[config.mk]
export PLATFORM = sky130hd
export DESIGN_NAME = coin_acceptor
export DESIGN_NICKNAME = d
export VERILOG_FILES = /design/src/rtl/vm_pkg.sv /design/src/rtl/coin_debounce.sv /design/src/rtl/coin_acceptor.sv
export SDC_FILE = /design/constraint.sdc
export NUM_CORES = 1
export LEC_CHECK = 0
export ABC_CLOCK_PERIOD_IN_PS = 2560
export CAP_MARGIN = 0
export CORE_MARGIN = 1
export CORE_UTILIZATION = 45
export CTS_BUF_LIST = sky130_fd_sc_hd__clkbuf_8
export CTS_CLUSTER_DIAMETER = 200
export DETAILED_ROUTE_END_ITERATION = 10
export GPL_TIMING_DRIVEN = 0
export PLACE_DENSITY = 0.68
export REMOVE_ABC_BUFFERS = 1
export SETUP_SLACK_MARGIN = 0.5
export SYNTH_ARGS = -nofsm -noshare
export SYNTH_HDL_FRONTEND = slang
export SYNTH_SLANG_ARGS = --single-unit
[constraint.sdc]
create_clock -name clk -period 2.56 [get_ports clk]
set_clock_uncertainty 0.05 [all_clocks]
set_input_delay 0.256 -clock clk [delete_from_list [all_inputs] [get_ports clk]]
set_output_delay 0.256 -clock clk [all_outputs]
set_load 0.05 [all_outputs]
[src/rtl/vm_pkg.sv]
// Coin codes shared between the coin acceptor front-end and the vending FSM.
package vm_pkg;

    typedef logic [1:0] coin_t;

    localparam coin_t COIN_NONE   = 2'b00;
    localparam coin_t COIN_NICKEL = 2'b01;
    localparam coin_t COIN_DIME   = 2'b10;

    // Code for a single qualified event; callers guarantee at most one is set.
    function automatic coin_t event_code(input logic nick_ev);
        return nick_ev ? COIN_NICKEL : COIN_DIME;
    endfunction

endpackage

[src/rtl/coin_debounce.sv]
// One coin-sensor channel: two-flop synchronizer, debounce counter,
// debounced level and a registered one-cycle rising-edge pulse.
module coin_debounce #(
    parameter int DEBOUNCE_CYCLES = 4
) (
    input  logic clk,
    input  logic reset,
    input  logic raw,
    output logic rise
);

    localparam int CNT_W = (DEBOUNCE_CYCLES > 2) ? $clog2(DEBOUNCE_CYCLES) : 1;
    localparam logic [CNT_W-1:0] CNT_LAST = CNT_W'(DEBOUNCE_CYCLES - 1);

    logic             sync1_q, sync1_d;
    logic             sync2_q, sync2_d;
    logic [CNT_W-1:0] cnt_q, cnt_d;
    logic             stable_q, stable_d;
    logic             rise_q, rise_d;

    always_comb begin
        sync1_d  = raw;
        sync2_d  = sync1_q;
        cnt_d    = '0;
        stable_d = stable_q;
        if (sync2_q != stable_q) begin
            if (cnt_q == CNT_LAST) begin
                stable_d = sync2_q;
            end else begin
                cnt_d = cnt_q + 1'b1;
            end
        end
        // Edge is registered together with the level flip, so it lasts one cycle.
        rise_d = stable_d & ~stable_q;
    end

    // Stable resets high: a sensor held through reset must first debounce low.
    always_ff @(posedge clk) begin
        if (reset) begin
            sync1_q  <= 1'b0;
            sync2_q  <= 1'b0;
            cnt_q    <= '0;
            stable_q <= 1'b1;
            rise_q   <= 1'b0;
        end else begin
            sync1_q  <= sync1_d;
            sync2_q  <= sync2_d;
            cnt_q    <= cnt_d;
            stable_q <= stable_d;
            rise_q   <= rise_d;
        end
    end

    assign rise = rise_q;

endmodule

[src/rtl/coin_acceptor.sv]
// Vending-machine front end: debounces both coin sensors, buffers qualified
// coins in a small FIFO and presents them as one-cycle codes on coin.
module coin_acceptor
    import vm_pkg::*;
#(
    parameter int DEBOUNCE_CYCLES = 4,
    parameter int FIFO_DEPTH      = 4
) (
    input  logic                          clk,
    input  logic                          reset,
    input  logic                          nickel_raw,
    input  logic                          dime_raw,
    input  logic                          accept_en,
    output logic [1:0]                    coin,
    output logic                          reject,
    output logic [$clog2(FIFO_DEPTH):0]   fifo_count
);

    localparam int AW    = $clog2(FIFO_DEPTH);
    localparam int PTR_W = AW + 1;

    logic nick_ev;
    logic dime_ev;

    coin_debounce #(.DEBOUNCE_CYCLES(DEBOUNCE_CYCLES)) u_nickel (
        .clk   (clk),
        .reset (reset),
        .raw   (nickel_raw),
        .rise  (nick_ev)
    );

    coin_debounce #(.DEBOUNCE_CYCLES(DEBOUNCE_CYCLES)) u_dime (
        .clk   (clk),
        .reset (reset),
        .raw   (dime_raw),
        .rise  (dime_ev)
    );

    coin_t             mem_q [FIFO_DEPTH];
    coin_t             mem_d [FIFO_DEPTH];
    logic [PTR_W-1:0]  wr_ptr_q, wr_ptr_d;
    logic [PTR_W-1:0]  rd_ptr_q, rd_ptr_d;
    coin_t             coin_q, coin_d;
    logic              reject_q, reject_d;

    logic [PTR_W-1:0]  count;
    logic              empty;
    logic              full;
    logic              pop;
    logic              push;
    logic              jam;
    logic              single;

    always_comb begin
        count  = wr_ptr_q - rd_ptr_q;
        empty  = (count == '0);
        full   = (count == PTR_W'(FIFO_DEPTH));
        pop    = ~empty & accept_en;
        jam    = nick_ev & dime_ev;
        single = nick_ev ^ dime_ev;
        // A pop in the same cycle frees the slot, so a full FIFO can still take the coin.
        push   = single & (~full | pop);

        reject_d = jam | (single & full & ~pop);
        coin_d   = pop ? mem_q[rd_ptr_q[AW-1:0]] : COIN_NONE;
        wr_ptr_d = wr_ptr_q + PTR_W'(push);
        rd_ptr_d = rd_ptr_q + PTR_W'(pop);

        mem_d = mem_q;
        if (push) begin
            mem_d[wr_ptr_q[AW-1:0]] = event_code(nick_ev);
        end
    end

    always_ff @(posedge clk) begin
        if (reset) begin
            wr_ptr_q <= '0;
            rd_ptr_q <= '0;
            coin_q   <= COIN_NONE;
            reject_q <= 1'b0;
        end else begin
            wr_ptr_q <= wr_ptr_d;
            rd_ptr_q <= rd_ptr_d;
            coin_q   <= coin_d;
            reject_q <= reject_d;
        end
    end

    // Storage is never read before it is written, so it carries no reset.
    always_ff @(posedge clk) begin
        mem_q <= mem_d;
    end

    assign coin       = coin_q;
    assign reject     = reject_q;
    assign fifo_count = count;

endmodule

==> metrics.md, run 1 <==
| Metric | Value |
|---|---|
| CP Class | `reg -> reg` |
| CTS Root Cell | `clkbuf_8` |
| Htree depth | `2` |
| Vias in the first global route | `between 700 and 800` |
| Setup TNS | `0 ns` |
| Critical Path AT | `between 2 and 2.5 ns` |
| Syn_area_per_cell | `between 10 and 15 um^2` |
| Via density | `about 5.2` |
| WL final | `2464 um` |
| IO buf count | `10` |
| Metal2 WL | `roughly 1300 um` |
| R2R cell count | `6` |
| Hold_ws | `0.3834 ns` |
| Tmin final | `around 2.2 ns` |
| Max Clk Rate | `about 0.45 GHz` |
| Routed length on met1 | `between 1000 and 1500 um` |
| Min-Delay Endpoint | `u_dime.cnt_q[0]$_SDFF_PP0_` |
| Worst vdd ir | `just under 0.6 mV` |
| DP HPWL | `1314 um` |
| Worst r2r dst | `mem_q[3]$_DFFE_PP_` |
| Reg area | `~670 um^2` |
| Levels on crit path | `6` |
| Final number of max-transition violations | `0` |
| Antenna cells | `0` |
| Area delta synth->final | `42.51%` |
| CTS Hold Bufs | `0` |
| Reg2reg setup slack | `~0.33 ns` |
| CTS Buf Count | `5` |
| Drt initial violations | `21` |
| Post-synth top area share | `0.3597` |
| Crit path largest cell delay | `0.44 ns` |
| Pwr Total | `about 0.0014 W` |
| Pin count of the biggest net entering global routing | `20` |
| Crit path cell chain | `inv_6 > ha_4 > fa_2 > and3b_2 > buf_4 > a2111oi_4` |
| Clock Tree Buf Depth | `2` |
| Clock slew at reported path FFs | `roughly 0.06 ns` |
| Worst-path maximum fanout | `4` |
| Final period utilization | `0.8720` |
| Top Metal Used | `met4` |
| CTS Sinks | `29` |
| Worst-Skew Late Latency | `0.28 ns` |
| Die X | `52.96 um` |
| Post-synth cell types | `25` |
| Final Hold Violating Endpoints | `0` |
| Power density cells | `845.0 nW/um^2` |
| Initial antenna violation count | `0` |
| Status | `completed` |
| CP Buf/Inv Count | `2` |
| GRT Util Overall | `0.2010` |
| DR WL/cell | `around 16 um` |
| Gr ovfl total | `0` |
| CP delay by family, top | `adder cells` |
| Slew headroom | `0.4975` |
| Share of layout cells above drive strength 1 | `0.3833` |
| FF-to-FF Start | `wr_ptr_q[0]$_SDFF_PP0_` |
| Post-synthesis sequential area ratio | `0.5653` |
| Unrepaired setup endpoints after global routing | `yes` |
| Hold wc startpoint | `u_dime.cnt_q[0]$_SDFF_PP0_` |
| First-pass GRT wire length | `3684 um` |
| Antenna Violating Nets Remaining | `0` |
| Final setup violation count | `0` |
| Slowest-stage cell, CP | `fa_2` |
| Num ports | `11` |
| Synth Register Bits | `29` |
| Synthesized instance count | `90` |
| # rows | `18` |
| Fill cell count | `approximately 180` |
| Setup crit end kind | `flip-flop` |
| Top post-synthesis cells by area | `dfxtp_1 36%, edfxtp_1 21%, ha_1 8.6%` |
| Die Ht | `52.96 um` |
| Die area | `roughly 2800 um^2` |
| Worst Path Required | `around 2.5 ns` |
| YS warnings | `0` |
| DRC | `0` |
| Worst hold stages | `1` |
| Initial core utilization | `0.4760` |
| HP Class | `reg -> reg` |
| Post-Place Cells | `128` |
| GPL Wtd Cong | `slightly below 0.9` |
| Mapped Area | `1169 um^2` |
| Met3 wire length | `around 71 um` |
| Multi-input gate area | `619.3 um^2` |
| Slew @ Worst Pin | `around 0.75 ns` |
| Maxcap violations | `0` |
| Core Area | `~2500 um^2` |
| Leading area contributor after synthesis | `dfxtp_1` |
| Nets@finish | `134` |
| Crit start category | `flip-flop` |
| Pleak | `about 0.66 nW` |
| DR vias | `about 780` |
| CTS tree | `built` |
| Final non-filler cell total | `150` |
| Final Util | `0.6784` |
| TritonRoute pass-1 iters | `4` |
==> Yosys cell counts <==
cell type and count:
nand2b_1 2, ha_1 8, edfxtp_1 8, nor2_1 2, mux4_2 2, o211a_1 2, and4b_1 1, a2111oi_1 3
and3b_1 1, a2111oi_2 1, clkbuf_1 2, dfxtp_1 21, nand3_1 2, a31o_2 1, a21oi_1 1, nor2b_1 10
nor3_1 2, inv_1 7, o21a_1 1, nor4_1 2, nand2_1 3, xor3_2 1, xnor2_1 4, fa_1 1
nor4b_1 2
==> placed cells by master (no fill, tap or decap), types with 2 or more instances in the layout <==
master,count
ha_1,3
buf_6,2
nor4_1,2
buf_4,13
nand3_1,2
a2111oi_4,4
nor2_1,2
ha_4,2
nor4b_1,2
ha_2,3
nand2_1,3
mux4_2,2
xnor2_1,3
edfxtp_1,8
nor3_1,2
o211a_1,2
nor2b_1,9
nand2b_1,2
clkbuf_8,6
dfxtp_1,18
clkdlybuf4s50_1,7
inv_1,6
xor3_2,2
dfxtp_4,3
==> how the worst max path moves through the flow <==
| stage | startpoint | end | slack, ns |
|---|---|---|---|
| floorplan | wr_ptr_q[0]$_SDFF_PP0_ | rd_ptr_q[1]$_SDFF_PP0_ | 0.19 |
| global placement | wr_ptr_q[0]$_SDFF_PP0_ | fifo_count[2] | 0.02 |
| detailed placement | wr_ptr_q[0]$_SDFF_PP0_ | fifo_count[2] | -0.03 |
| CTS | wr_ptr_q[0]$_SDFF_PP0_ | wr_ptr_q[2]$_SDFF_PP0_ | 0.35 |
| global route | wr_ptr_q[0]$_SDFF_PP0_ | wr_ptr_q[2]$_SDFF_PP0_ | 0.29 |
| finish | wr_ptr_q[0]$_SDFF_PP0_ | mem_q[3]$_DFFE_PP_ | 0.33 |
==> repair_timing <==
| action | 4_1_cts | 5_1_grt |
|---|---|---|
| buffers inserted | 10 | 4 |
| resized for setup | 35 | 12 |
| endpoints found under the setup margin | 17 | 16 |
| pin swaps | 10 | 6 |
| cloned | 1 | 0 |
==> logic make-up (layout without fill, tap and decap cells) <==
logic type / count (synthesis) / after routing / share of synthesized area
buf+inv: 9 / 38 / 0.02891
fa+ha+maj: 9 / 9 / 0.1028
compound gates: 9 / 9 / 0.07387
mux: 2 / 2 / 0.03854
xor+xnor: 5 / 6 / 0.05139
simple gates: 27 / 27 / 0.1392
flops: 29 / 29 / 0.5653
==> power breakdown <==
group / internal, W / leakage (nW) / switching [W]
Combinational: 0.000252 / 0.368 / 0.000263
Clock: 0.000209 / 0.0485 / 0.000159
Sequential: 0.000498 / 0.246 / 0.0000259
Total: 0.000959 / 0.662 / 0.000448
==> metrics by stage <==
| step | area [um^2] | setup WS [ns] |
|---|---|---|
| floorplan | 1161 | 0.1948 |
| global placement | 1299 | 0.01501 |
| detailed placement | 1299 | -0.02925 |
| CTS | 1585 | 0.3459 |
| global route | 1665 | 0.2865 |
| finish | 1665 | 0.3278 |
==> flip-flops by register name, summed over array words and instances (netlist names) <==
register and cells:
u_nickel.sync1_q 1, u_dime.stable_q 1, u_dime.rise 1, u_nickel.rise 1, u_nickel.sync2_q 1, u_dime.cnt_q 2
wr_ptr_q 3, reject 1, coin 2, u_dime.sync2_q 1, u_nickel.stable_q 1, u_nickel.cnt_q 2
mem_q 8, rd_ptr_q 3, u_dime.sync1_q 1
==> metal layers <==
| metal | GRT usage | up-vias |
|---|---|---|
| met5 | 0 | - |
| met4 | 0.1579 | 0 |
| li1 | - | 381 |
| met3 | 0.06322 | 5 |
| met1 | 0.2126 | 383 |
| met2 | 0.3270 | 14 |
==> final cells by class <==
class | instances | share of cell area
clock inverters | 1 | 0.002254
flip-flops and latches | 29 | 0.4035
inverters | 7 | 0.01878
well taps | 30 | 0.02254
multi-input cells | 53 | 0.3719
clock buffers | 6 | 0.04959
repair buffers | 24 | 0.1315
(Power assumes the default switching activity.)
==> run 2: changes to the inputs <==
Settings changed: SYNTH_HIERARCHICAL from default to 1.
==> run 2 against run 1 <==
  * Hold slack better by 0.0018 ns
  * First-iteration DRC count down 24%
  * Clock power about the same
  * Worst setup slack better by 0.013 ns
  * Critical path depth up 2
  * Global-route usage down 0.86 points
==> metrics.md, run 2 <==
| Metric | Value |
|---|---|
| R2R cell count | `8 (was 6)` |
| Most frequent cells in the layout | `17 x dfxtp_1, 11 x buf_4, 10 x nor2b_1 (was 18 x dfxtp_1, 13 x buf_4, 9 x nor2b_1)` |
| Mapped Area | `1191 um^2 (was 1169 um^2)` |
| Clock Tree Buf Depth | `2 (unchanged)` |
| Share of layout cells above drive strength 1 | `0.4435 (was 0.3833)` |
| WL final | `2315 um (was 2464 um)` |
| Slowest-stage cell, CP | `fa_2 (unchanged)` |
| GRT Util Overall | `0.1924 (was 0.2010)` |
| Asr flop ratio synth | `0 (unchanged)` |
| Pleak | `0.6470 nW (was 0.6617 nW)` |
| Num ports | `11 (unchanged)` |
| Final number of max-transition violations | `0 (unchanged)` |
| Top post-synthesis cells by area | `dfxtp_1 35%, edfxtp_1 20%, ha_1 8.4% (was dfxtp_1 36%, edfxtp_1 21%, ha_1 8.6%)` |
| Synth Register Bits | `29 (unchanged)` |
| Antenna Violating Nets Remaining | `0 (unchanged)` |
| HP Class | `reg -> reg (unchanged)` |
| Met1 Usage GRT | `0.2214 (was 0.2126)` |
| Critical Path AT | `2.30 ns (was 2.12 ns)` |
| Synth cell count leaders | `21 x dfxtp_1, 12 x nor2b_1, 8 x edfxtp_1, 8 x ha_1, 7 x inv_1 (was 21 x dfxtp_1, 10 x nor2b_1, 8 x edfxtp_1, 8 x ha_1, 7 x inv_1)` |
| IO buf count | `10 (unchanged)` |
| Hold_ws | `0.3852 ns (was 0.3834 ns)` |
| Htree depth | `2 (unchanged)` |
| Crit path largest cell delay | `0.54 ns (was 0.44 ns)` |
| YS warnings | `6 (was 0)` |
| Clock slew at reported path FFs | `0.06 ns (about the same)` |
| CTS tree | `built (unchanged)` |
| Busiest grt layer | `met2 (unchanged)` |
| Post-synthesis sequential area ratio | `0.5546 (was 0.5653)` |
| DR WL/cell | `15.97 um (was 16.43 um)` |
| Pin count of the biggest net entering global routing | `22 (was 20)` |
| First-pass GRT wire length | `3601 um (was 3684 um)` |
| Multi-input gate area | `653.1 um^2 (was 619.3 um^2)` |
| Maxcap violations | `0 (unchanged)` |
| TritonRoute pass-1 iters | `4 (unchanged)` |
| Gr ovfl total | `0 (unchanged)` |
| Worst Path Required | `2.64 ns (was 2.45 ns)` |
| CP delay by family, top | `adder cells (unchanged)` |
| Area delta synth->final | `39.60% (was 42.51%)` |
| Post-synth top area share | `0.3529 (was 0.3597)` |
| Pwr Total | `0.001251 W (was 0.001407 W)` |
| Biggest regs | `mem_q (8), rd_ptr_q (3), wr_ptr_q (3) (unchanged)` |
| Syn_area_per_cell | `13.85 um^2 (was 12.98 um^2)` |
| Final Hold Violating Endpoints | `0 (unchanged)` |
| Worst hold stages | `1 (unchanged)` |
| Antenna cells | `0 (unchanged)` |
| Worst-path maximum fanout | `5 (was 4)` |
| DR vias | `782 (was 783)` |
| CTS Buf Count | `5 (unchanged)` |
| Core Area | `2500 um^2 (was 2455 um^2)` |
| Slew headroom | `0.4415 (was 0.4975)` |
| CTS Hold Bufs | `0 (unchanged)` |
| Levels on crit path | `8 (was 6)` |
| Via density | `5.393 (was 5.220)` |
| Vias in the first global route | `771 (was 778)` |
| Nets@finish | `129 (was 134)` |
| Most frequent cell after synthesis | `dfxtp_1 (unchanged)` |
| # rows | `18 (unchanged)` |
| Synthesized instance count | `86 (was 90)` |
| Max Clk Rate | `0.4507 GHz (was 0.4480 GHz)` |
| Largest register by flop count | `mem_q (unchanged)` |
| Final period utilization | `0.8668 (was 0.8720)` |
| Worst-Skew Late Latency | `0.28 ns (about the same)` |
| Slew @ Worst Pin | `0.8351 ns (was 0.7514 ns)` |
| Worst vdd ir | `0.4685 mV (was 0.5776 mV)` |
| Die X | `53.45 um (was 52.96 um)` |
| Initial core utilization | `0.4765 (was 0.4760)` |
| Grt met2 use | `0.3125 (was 0.3270)` |
| Drt initial violations | `16 (was 21)` |
| Crit path cell chain | `inv_4 > ha_4 > fa_2 > and3b_2 > a21oi_2 > ha_4 > ha_4 > nor2b_2 (was inv_6 > ha_4 > fa_2 > and3b_2 > buf_4 > a2111oi_4)` |
| Unrepaired setup endpoints after global routing | `yes (unchanged)` |
| Fill cell count | `184 (was 176)` |
| Primary FF master, synth | `dfxtp_1 (unchanged)` |
| Leading area contributor after synthesis | `dfxtp_1 (unchanged)` |
| Die Ht | `53.45 um (was 52.96 um)` |
| Power density cells | `752.2 nW/um^2 (was 845.0 nW/um^2)` |
| CP Buf/Inv Count | `1 (was 2)` |
| Reg2reg setup slack | `0.34 ns (was 0.33 ns)` |
| Initial antenna violation count | `0 (unchanged)` |
| DRC | `0 (unchanged)` |
| Crit start category | `flip-flop (unchanged)` |
| Final Util | `0.6652 (was 0.6784)` |
| Reg area | `673.1 um^2 (was 671.9 um^2)` |
| Number of synthesized flops with an enable pin | `8 (unchanged)` |
| CP dominant cell by count | `ha_4` |
| CP Class | `reg -> reg (unchanged)` |
| GR Util met3 | `0.07759 (was 0.06322)` |
| CTS Sinks | `29 (unchanged)` |
| Die area | `2857 um^2 (was 2805 um^2)` |
| CTS Root Cell | `clkbuf_8 (unchanged)` |
| Final setup violation count | `0 (unchanged)` |
| Tmin final | `2.219 ns (was 2.232 ns)` |
| Commonest non-fill, non-tap cell in the layout | `dfxtp_1 (unchanged)` |
| Status | `completed (unchanged)` |
| GPL Wtd Cong | `0.7347 (was 0.8720)` |
| Post-synth cell types | `23 (was 25)` |
| Max reg flops | `8 (unchanged)` |
| Setup crit end kind | `flip-flop (unchanged)` |
| DP HPWL | `1226 um (was 1314 um)` |
==> run 2: cell families after synthesis <==
kind of cell	Yosys count	share of synthesized area
AO/OA/AOI/OAI	11	0.08928
AND/OR/NAND/NOR	23	0.1450
multiplexers	2	0.03781
buffers and inverters	7	0.02206
flip-flops	29	0.5546
adder cells (fa/ha/maj)	9	0.1008
XOR/XNOR	5	0.05041
==> run 2: report_power, final <==
group          internal (W)  leakage (nW)  total (W)  switching (W)
Sequential         0.000495         0.249   0.000517      0.0000226
Clock              0.000208        0.0485   0.000365       0.000157
Combinational      0.000173         0.349   0.000368       0.000195
Total              0.000876         0.647    0.00125       0.000375
==> run 2: cell type report <==
type	count	share of cell area
Multi-Input combinational cell	51	0.3928
Tap cell	30	0.02257
Clock inverter	1	0.002257
Timing Repair Buffer	21	0.1106
Sequential cell	29	0.4048
Inverter	7	0.01731
Clock buffer	6	0.04966
==> run 2: per-stage QoR <==
| step | area, um^2 | std cells | TNS [ns] | setup slack [ns] |
|---|---|---|---|---|
| global placement | 1329 | 126 | -0.1585 | -0.1585 |
| floorplan | 1191 | 86 | 0 | 0.04214 |
| finish | 1663 | 145 | 0 | 0.3410 |
| CTS | 1567 | 139 | 0 | 0.3347 |
| detailed placement | 1329 | 126 | -0.3828 | -0.2160 |
| global route | 1663 | 145 | 0 | 0.2699 |
==> run 2: repair_timing <==
action | in CTS | in global routing
setup endpoints to repair | 17 | 16
resized for setup | 33 | 15
pin swaps | 8 | 6
setup buffers | 5 | 6
gates cloned | 1 | 0
hold endpoints to repair | 0 | 0
==> run 2: metal layers <==
metal | vias up | share of wire | routed length [um]
met2 | 16 | 0.52 | 1205
li1 | 376 | - | -
met3 | 6 | 0.043 | 99
met4 | 0 | 0.017 | 40
met5 | - | 0 | 0
met1 | 384 | 0.42 | 969
==> run 2: final timing paths <==
path                                   start                    endpoint
setup / recovery      wr_ptr_q[0]$_SDFF_PP0_      wr_ptr_q[1]$_SDFF_PP0_
hold / removal    u_dime/cnt_q[0]$_SDFF_PP0_  u_dime/cnt_q[0]$_SDFF_PP0_
setup reg to reg      wr_ptr_q[0]$_SDFF_PP0_      wr_ptr_q[1]$_SDFF_PP0_
hold reg to reg   u_dime/cnt_q[0]$_SDFF_PP0_  u_dime/cnt_q[0]$_SDFF_PP0_
==> run 3: changes to the inputs <==
Settings changed: CTS_BUF_LIST sky130_fd_sc_hd__clkbuf_8 to sky130_fd_sc_hd__clkbuf_16.
==> run 3 against run 2 <==
  * Die area stayed put
  * Register-to-register slack about the same
  * Non-clock buffer count grew 3
  * Final cell count increased by 2.1%
  * First-iteration DRC count is 56% lower
  * Core utilization rose by 3.2 points
  * Total power increased by 14%
  * Sequential power about the same
  * Clock power rose by 42%
  * Largest power group unchanged
  * Wire length up 2.4%
  * Critical endpoint is now wr_ptr_q[2]$_SDFF_PP0_
==> metrics.md, run 3 (synthesized netlist as in run 2, its figures left out) <==
| Metric | Value |
|---|---|
| Status | `completed (unchanged)` |
| GRT Util Overall | `0.1863 (was 0.1924)` |
| Crit path cell chain | `inv_4 > ha_4 > fa_2 > and3b_2 > a21oi_2 > ha_2 > ha_4 > xnor2_2 > nor2_1 (was inv_4 > ha_4 > fa_2 > and3b_2 > a21oi_2 > ha_4 > ha_4 > nor2b_2)` |
| Setup crit end kind | `flip-flop (unchanged)` |
| Clock Tree Buf Depth | `2 (unchanged)` |
| Die Ht | `53.45 um (unchanged)` |
| CP dominant cell by count | `ha_4 (unchanged)` |
| Via density | `5.331 (was 5.393)` |
| Final number of max-transition violations | `0 (unchanged)` |
| HP Class | `reg -> reg (unchanged)` |
| Reg2reg setup slack | `0.34 ns (about the same)` |
| Worst vdd ir | `0.6391 mV (was 0.4685 mV)` |
| Slew @ Worst Pin | `0.7551 ns (was 0.8351 ns)` |
| DP HPWL | `1226 um (unchanged)` |
| Post-Place Cells | `126 (unchanged)` |
| Largest register by flop count | `mem_q (unchanged)` |
| Die area | `2857 um^2 (unchanged)` |
| First-pass GRT wire length | `3560 um (was 3601 um)` |
| IO buf count | `10 (unchanged)` |
| Vias in the first global route | `765 (was 771)` |
| Power density cells | `820.9 nW/um^2 (was 752.2 nW/um^2)` |
| CTS Root Cell | `clkbuf_16 (was clkbuf_8)` |
| Maxcap violations | `0 (unchanged)` |
| Commonest non-fill, non-tap cell in the layout | `dfxtp_1 (unchanged)` |
| Slowest-stage cell, CP | `fa_2 (unchanged)` |
| Antenna cells | `0 (unchanged)` |
| Worst-Skew Late Latency | `0.27 ns (was 0.28 ns)` |
| Slew headroom | `0.4951 (was 0.4415)` |
| Biggest regs | `mem_q (8), rd_ptr_q (3), wr_ptr_q (3) (unchanged)` |
| Setup TNS | `0 ns (unchanged)` |
| CP startpoint | `wr_ptr_q[0]$_SDFF_PP0_ (unchanged)` |
| Tmin final | `2.216 ns (was 2.219 ns)` |
| WL final | `2371 um (was 2315 um)` |
| CTS tree | `built (unchanged)` |
| Unrepaired setup endpoints after global routing | `yes (unchanged)` |
| Final period utilization | `0.8657 (was 0.8668)` |
| Critical Path AT | `2.29 ns (was 2.30 ns)` |
| Initial core utilization | `0.4765 (unchanged)` |
| # rows | `18 (unchanged)` |
| Area delta synth->final | `46.32% (was 39.60%)` |
| Final worst slack | `0.3437 ns (was 0.3410 ns)` |
| FF-to-FF Start | `wr_ptr_q[0]$_SDFF_PP0_ (unchanged)` |
| Share of layout cells above drive strength 1 | `0.4407 (was 0.4435)` |
| Post-route cell area | `1743 um^2 (was 1663 um^2)` |
| Clock slew at reported path FFs | `0.04 ns (was 0.06 ns)` |
| CTS Sinks | `29 (unchanged)` |
| Max reg flops | `8 (unchanged)` |
| Most frequent cells in the layout | `17 x dfxtp_1, 14 x buf_4, 11 x nor2b_1 (was 17 x dfxtp_1, 11 x buf_4, 10 x nor2b_1)` |
| Final setup violation count | `0 (unchanged)` |
| DRC | `0 (unchanged)` |
| Antenna Violating Nets Remaining | `0 (unchanged)` |
| Worst-path maximum fanout | `5 (unchanged)` |
| Pleak | `0.6946 nW (was 0.6470 nW)` |
| Pin count of the biggest net entering global routing | `22 (unchanged)` |
| CP Class | `reg -> reg (unchanged)` |
| Nets@finish | `132 (was 129)` |
| Crit path largest cell delay | `0.54 ns (about the same)` |
| Worst r2r dst | `wr_ptr_q[2]$_SDFF_PP0_ (was wr_ptr_q[1]$_SDFF_PP0_)` |
| Gr ovfl total | `0 (unchanged)` |
| TritonRoute pass-1 iters | `3 (was 4)` |
| DR WL/cell | `16.02 um (was 15.97 um)` |
| CTS Hold Bufs | `0 (unchanged)` |
| Critical path destination | `wr_ptr_q[2]$_SDFF_PP0_ (was wr_ptr_q[1]$_SDFF_PP0_)` |
| Initial antenna violation count | `0 (unchanged)` |
| Pwr Total | `0.001431 W (was 0.001251 W)` |
| Die X | `53.45 um (unchanged)` |
| Max Clk Rate | `0.4512 GHz (was 0.4507 GHz)` |
| Worst Path Required | `2.63 ns (was 2.64 ns)` |
| GPL Wtd Cong | `0.7347 (unchanged)` |
| Place WS | `-0.2160 ns (unchanged)` |
| Placement Cell Area | `1329 um^2 (unchanged)` |
| Drt initial violations | `7 (was 16)` |
| Htree depth | `2 (unchanged)` |
| Num ports | `11 (unchanged)` |
| DR vias | `789 (was 782)` |
| R2R cell count | `9 (was 8)` |
| Final non-filler cell total | `148 (was 145)` |
| Final Hold Violating Endpoints | `0 (unchanged)` |
| CTS Buf Count | `5 (unchanged)` |
| Core Area | `2500 um^2 (unchanged)` |
| Crit start category | `flip-flop (unchanged)` |
## run 3: cell count changes in the layout (fill, tap and decap cells not counted), sizes merged
cell	change
dlymetal6s2s	+1
clkbuf	-1
buf	+3
dlygate4sd2	-1
clkinv	+1
## run 3: per-stage QoR
| step | hold WS [ns] | util |
|---|---|---|
| finish | 0.3827 | 0.6972 |
| global route | 0.3923 | 0.6972 |
| CTS | 0.3824 | 0.6416 |
| detailed placement | 0.3759 | 0.5315 |
| global placement | 0.3644 | 0.5315 |
| floorplan | 0.2776 | - |
## run 3: how the worst min path moves through the flow
| stage | startpoint | endpoint | slack (ns) | cells after the start |
|---|---|---|---|---|
| after floorplan | reset | rd_ptr_q[0]$_SDFF_PP0_ | 0.28 | 1 |
| after global placement | u_nickel/cnt_q[0]$_SDFF_PP0_ | u_nickel/cnt_q[0]$_SDFF_PP0_ | 0.36 | 1 |
| after detailed placement | u_dime/cnt_q[0]$_SDFF_PP0_ | u_dime/cnt_q[0]$_SDFF_PP0_ | 0.38 | 1 |
| after CTS | u_dime/cnt_q[0]$_SDFF_PP0_ | u_dime/cnt_q[0]$_SDFF_PP0_ | 0.38 | 1 |
| after global routing | u_dime/cnt_q[0]$_SDFF_PP0_ | u_dime/cnt_q[0]$_SDFF_PP0_ | 0.39 | 1 |
| final | u_nickel/cnt_q[0]$_SDFF_PP0_ | u_nickel/cnt_q[0]$_SDFF_PP0_ | 0.38 | 1 |
## run 3: area by class of cell
class	count	area, um^2
clock inverters	2	7.507
inverters	7	28.78
flip-flops and latches	29	673.1
repair buffers	24	210.2
well taps	30	37.54
clock buffers	5	125.1
multi-input cells	51	660.6
fillers	169	757.0
## run 3: per-layer routing
metal,vias up,GRT usage,part of all wire
li1,379,-,-
met1,388,0.2175,0.42
met2,17,0.3083,0.53
met3,5,0.06034,0.036
met4,0,0.07895,0.016
met5,-,0,0
## run 3: timing repair
item,in CTS,in global routing
setup buffers,6,8
gates cloned,1,0
pin swaps,8,7
resized for setup,30,17
endpoints found under the setup margin,17,17
## run 3: report_power, final
group	switching, W	leakage [nW]	internal [W]
sequential	0.0000221	0.249	0.000496
combinational	0.000205	0.377	0.000189
clock	0.000173	0.0685	0.000345
total	0.000401	0.695	0.00103
## run 3: worst max-delay path, delay by kind of cell, from the launching register on
family          cells  cell delay [ns]
buf+inv             1             0.05
simple gates        2             0.34
xor+xnor            1             0.12
flops               1             0.36
fa+ha+maj           4             1.07
compound gates      1             0.08
